$ cat src/rtl/dmem_arbiter.sv
// Data-RAM port arbiter: MEM stage vs external word requester.
// Bounded-starvation priority with one-cycle-latency read return.
module dmem_arbiter #(
  parameter int unsigned EXT_MAX_WAIT = 4
) (
  input  logic        clk,
  input  logic        rst,
  input  logic        cpu_req,
  input  logic        cpu_we,
  input  logic [31:0] cpu_addr,
  input  logic [31:0] cpu_wdata,
  input  logic [2:0]  cpu_ubhw,
  output logic [31:0] cpu_rdata,
  output logic        cpu_stall,
  input  logic        ext_req,
  input  logic        ext_we,
  input  logic [31:0] ext_addr,
  input  logic [31:0] ext_wdata,
  output logic        ext_gnt,
  output logic        ext_rvalid,
  output logic [31:0] ext_rdata,
  output logic [31:0] ram_addr,
  output logic [31:0] ram_wdata,
  output logic        ram_we,
  output logic [2:0]  ram_ubhw,
  input  logic [31:0] ram_rdata
);

  localparam int unsigned CW =
    (EXT_MAX_WAIT > 0) ? $clog2(EXT_MAX_WAIT + 1) : 1;
  localparam logic [CW-1:0] WMAX = CW'(EXT_MAX_WAIT);

  typedef enum logic [1:0] {
    IDLE,
    CPU_RD,
    EXT_RD
  } state_t;

  state_t        state;
  state_t        state_nxt;
  logic [CW-1:0] wait_cnt;
  logic [31:0]   cpu_rdata_q;
  logic [31:0]   ext_rdata_q;
  logic          cpu_win;
  logic          ext_win;
  logic          cpu_done;
  logic          cpu_ret;
  logic          ext_ret;

  // A read-return cycle under reset is dropped entirely.
  assign cpu_ret = (state == CPU_RD) && !rst;
  assign ext_ret = (state == EXT_RD) && !rst;

  always_comb begin
    state_nxt = state;
    cpu_win   = 1'b0;
    ext_win   = 1'b0;
    cpu_done  = 1'b0;
    ext_gnt   = 1'b0;
    ram_addr  = '0;
    ram_wdata = '0;
    ram_we    = 1'b0;
    ram_ubhw  = '0;
    if (!rst) begin
      unique case (state)
        IDLE: begin
          if (cpu_req && ext_req) begin
            ext_win = (wait_cnt == WMAX);
            cpu_win = !ext_win;
          end else begin
            cpu_win = cpu_req;
            ext_win = ext_req;
          end
          if (cpu_win) begin
            ram_addr  = cpu_addr;
            ram_wdata = cpu_wdata;
            ram_we    = cpu_we;
            ram_ubhw  = cpu_ubhw;
            cpu_done  = cpu_we;
            if (!cpu_we) state_nxt = CPU_RD;
          end else if (ext_win) begin
            ext_gnt   = 1'b1;
            ram_addr  = ext_addr & ~32'h3;
            ram_wdata = ext_wdata;
            ram_we    = ext_we;
            ram_ubhw  = 3'b010;
            if (!ext_we) state_nxt = EXT_RD;
          end
        end
        CPU_RD: begin
          cpu_done  = 1'b1;
          state_nxt = IDLE;
        end
        EXT_RD: state_nxt = IDLE;
        default: state_nxt = IDLE;
      endcase
    end
  end

  assign cpu_stall  = cpu_req & ~cpu_done;
  assign ext_rvalid = ext_ret;
  assign cpu_rdata  = cpu_ret ? ram_rdata : cpu_rdata_q;
  assign ext_rdata  = ext_ret ? ram_rdata : ext_rdata_q;

  always_ff @(posedge clk) begin
    if (rst) begin
      state       <= IDLE;
      wait_cnt    <= '0;
      cpu_rdata_q <= '0;
      ext_rdata_q <= '0;
    end else begin
      state <= state_nxt;
      if (cpu_ret) cpu_rdata_q <= ram_rdata;
      if (ext_ret) ext_rdata_q <= ram_rdata;
      if (!ext_req || ext_gnt)
        wait_cnt <= '0;
      else if (wait_cnt != WMAX)
        wait_cnt <= wait_cnt + CW'(1);
    end
  end

endmodule

$ cat config.mk
export PLATFORM = sky130hd
export DESIGN_NAME = dmem_arbiter
export DESIGN_NICKNAME = d
export VERILOG_FILES = /design/src/rtl/dmem_arbiter.sv
export SDC_FILE = /design/constraint.sdc
export NUM_CORES = 1
export LEC_CHECK = 0
export ABC_AREA = 0
export CAP_MARGIN = 20
export CORE_AREA = 3 3 118 120
export DETAILED_ROUTE_END_ITERATION = 10
export DIE_AREA = 0 0 121 123
export PLACE_DENSITY = 0.78
export SYNTH_ARGS = -nofsm -noshare
export SYNTH_HDL_FRONTEND = slang
export SYNTH_SLANG_ARGS = --single-unit
$ cat constraint.sdc
create_clock -name clk -period 2 [get_ports clk]
set_input_delay 0.4 -clock clk [delete_from_list [all_inputs] [get_ports clk]]
set_output_delay 0.4 -clock clk [all_outputs]
set_load 0.1 [all_outputs]
==> results.ini <==
[status]
status = finished with violations
failed_checks = negative setup slack

[clocking]
path_clk_slew_ns = 0.06
postCtsHoldBufs = 0
htreeDepth = 3
clk_latency_ns = 0.32
cts_tree = done
cts_root_buf = clkbuf_16
cts_inserted_buffers = 9
ctsLongestPathBuffers = 2
cts.sinks = 69

[power_and_ir_drop]
ir_drop_uv = 371
p_per_area_nw_per_um2 = 521
power_mw = 5.59
total_leakage_power_nw = 4.13

[place]
gp_congestion = 0.871
io_buffer_count = 301
dpl_cell_area_um2 = 9400
hpwl_mm = 13.9

[worst_hold_path]
worstHoldStart = wait_cnt[2]
hold_end = wait_cnt[1]
hp-class = flop to flop
hold_depth = 2

[routing]
drtIter0Drc = 236
wire_per_inst_um = 22.6
wl_mm = 21.9
vias = 5057
drc = 0
dr.pass1.iters = 5
ant_nets = 0
avgViaCountPerCell = 5.22

[synthesis]
synth_compound_area_share_pct = 13.8
syn_nets = 641
netlist_area_um2 = 4230
synthXorXnorAreaFrac_pct = 0.207
seq_area_frac_synth_pct = 32.6
synth.area.mux_share_pct = 17.8
synth_cell_types = 28
yosysWarnings = 0
synth-simple-area-share_pct = 29.1
synth_top_family_by_area = simple AND/OR/NAND/NOR gates
yosys.area_share.adder_pct = 0.591
ys_seq_elements = 69
synthCells = 470
syn_area_per_cell_um2 = 9.00

[grt]
grt_pass1_wl_mm = 31.4
antenna_found_initial = 0
grt_usage_pct = 27.3
grt-ovfl-total = 0
first_global_vias = 5470
grt_max_degree = 67

[cells_and_area]
fin_util_pct = 82.0
stdcell_area_um2 = 10700
drive_above_1_share_pct = 50.2
nFillCells = 641
n_antenna_cell = 0
area_growth_pct = 154
fin_nets = 959

[timing]
fin_crit_ns = 2.36
whs_ns = 0.558
period_share_pct = 118
setup_ws_ns = -0.364
hold_viol_final = 0
skew_ns = 0.00824
fin_setup_tns_ns = -30.06
worst_pin_slew_ns = 0.593
slew_headroom_pct = 60.5
setup_viol = 134
max_freq_ghz = 0.423
slew_viol_final = 0
rsz0062_at_grt = yes

[worst_setup_path]
r2r_cells = 7
crit_fanout = 30
r2r_setup_slack_ns = 0.25
rr_endpoint = ext_rdata_q[14]
critPathKind = flop to output pin
start_kind = flop
arrival_ns = 1.96
r2r_start = state[1]
cp-end-kind = output pin
worstPathRequired_ns = 1.60

[die]
fp-row-count = 42
coreArea_um2 = 13100
die_area_um2 = 14900
initial_core_util_pct = 32.3
pin_count = 304
die_x_um = 121
die_h_um = 123

[run]
maxCapViolCount = 0

==> repair_timing <==
action,in CTS,in global routing
hold endpoints to repair,0,0
cloned,10,1
resized for setup,79,40
setup buffers,19,7
pin swaps,11,2
endpoints found under the setup margin,135,134
==> critical path, cell delays in order (launching register included) <==
cell,delay (ns)
dfxtp_2,0.33
inv_2,0.07
ha_4,0.15
buf_4,0.12
nand3_4,0.13
clkbuf_16,0.25
a32oi_1,0.35
nor2_4,0.08
buf_12,0.17
==> synth_stat cells <==
cell	n	area, um^2
dfxtp_1	69	1380
xnor2_1	1	8.76
buf_1	2	7.51
and2b_1	21	158
nand2b_1	1	6.26
buf_2	7	35.0
a32oi_1	62	543
nor3_1	3	15.0
buf_6	6	67.6
nand3_1	2	10.0
mux2_2	55	619
a21oi_1	3	15.0
nor2_1	67	251
a21bo_2	1	10.0
nor2b_1	35	219
inv_1	3	11.3
and2_1	63	394
nor3b_4	2	37.5
mux2_4	9	135
or3_2	1	7.51
nand2_1	5	18.8
o21a_1	1	7.51
ha_1	2	25.0
and3_1	6	37.5
clkbuf_1	33	124
a211o_1	1	8.76
and2b_2	8	70.1
nor3b_1	1	7.51
==> area by class of cell <==
class | count | area, um^2 | area share, %
clock inverter | 5 | 60.1 | 0.560
sequential | 69 | 1390 | 13.0
multi-input combinational | 350 | 3670 | 34.2
clock buffer | 11 | 243 | 2.26
inverter | 3 | 11.3 | 0.105
timing repair buffer | 355 | 5140 | 47.9
tap | 176 | 220 | 2.05
==> sequential cells by signal, indices dropped and copies added, names as in the netlist <==
| register | flops |
|---|---|
| state | 2 |
| cpu_rdata_q | 32 |
| wait_cnt | 3 |
| ext_rdata_q | 32 |
==> layer usage <==
metal / routed length, um / GRT usage (%)
met5: 0 / 0
met4: 1000 / 13.9
met3: 1440 / 7.37
met2: 11700 / 49.1
met1: 7750 / 29.4
==> kinds of logic (layout without fill, tap and decap cells) <==
logic type / count (synthesis) / after routing
DFF: 69 / 69
buffers and inverters: 51 / 374
AOI/OAI and AO/OA: 68 / 68
xor gates and xnor gates: 1 / 1
muxes: 64 / 64
adders and majority gates: 2 / 2
and+or+nand+nor: 215 / 215
==> layout by cell type (no fill, tap or decap), types with 26 or more instances in the layout <==
master,count
nor2b_1,35
a32oi_2,31
buf_12,146
mux2_4,64
nor2_4,63
and2_1,62
clkdlybuf4s50_1,163
buf_4,26
a32oi_1,29
dfxtp_1,64
==> how the worst max path moves through the flow <==
stage                 from       endpoint  slack [ns]
6_report       wait_cnt[0]   ram_wdata[3]       -0.36
5_1_grt        wait_cnt[0]   ram_addr[22]       -0.40
4_1_cts        wait_cnt[0]   ram_addr[23]       -0.34
3_5_place_dp       ext_req  ram_wdata[24]       -0.31
3_3_place_gp       ext_req  ram_wdata[21]       -0.28
2_1_floorplan  wait_cnt[0]  ram_wdata[22]       -0.17
==> stage by stage <==
stage	worst slack (ns)	std cells
finish	-0.364	969
global route	-0.400	969
CTS	-0.338	963
detailed placement	-0.312	918
global placement	-0.281	918
floorplan	-0.175	470
==> report_power, final <==
part / internal [mW] / switching, mW / total, mW
combinational: 1.09 / 1.48 / 2.57
clock: 1.00 / 0.610 / 1.61
sequential: 1.40 / 0.0105 / 1.41
total: 3.49 / 2.10 / 5.59
Power figures use the tool's default switching activity.
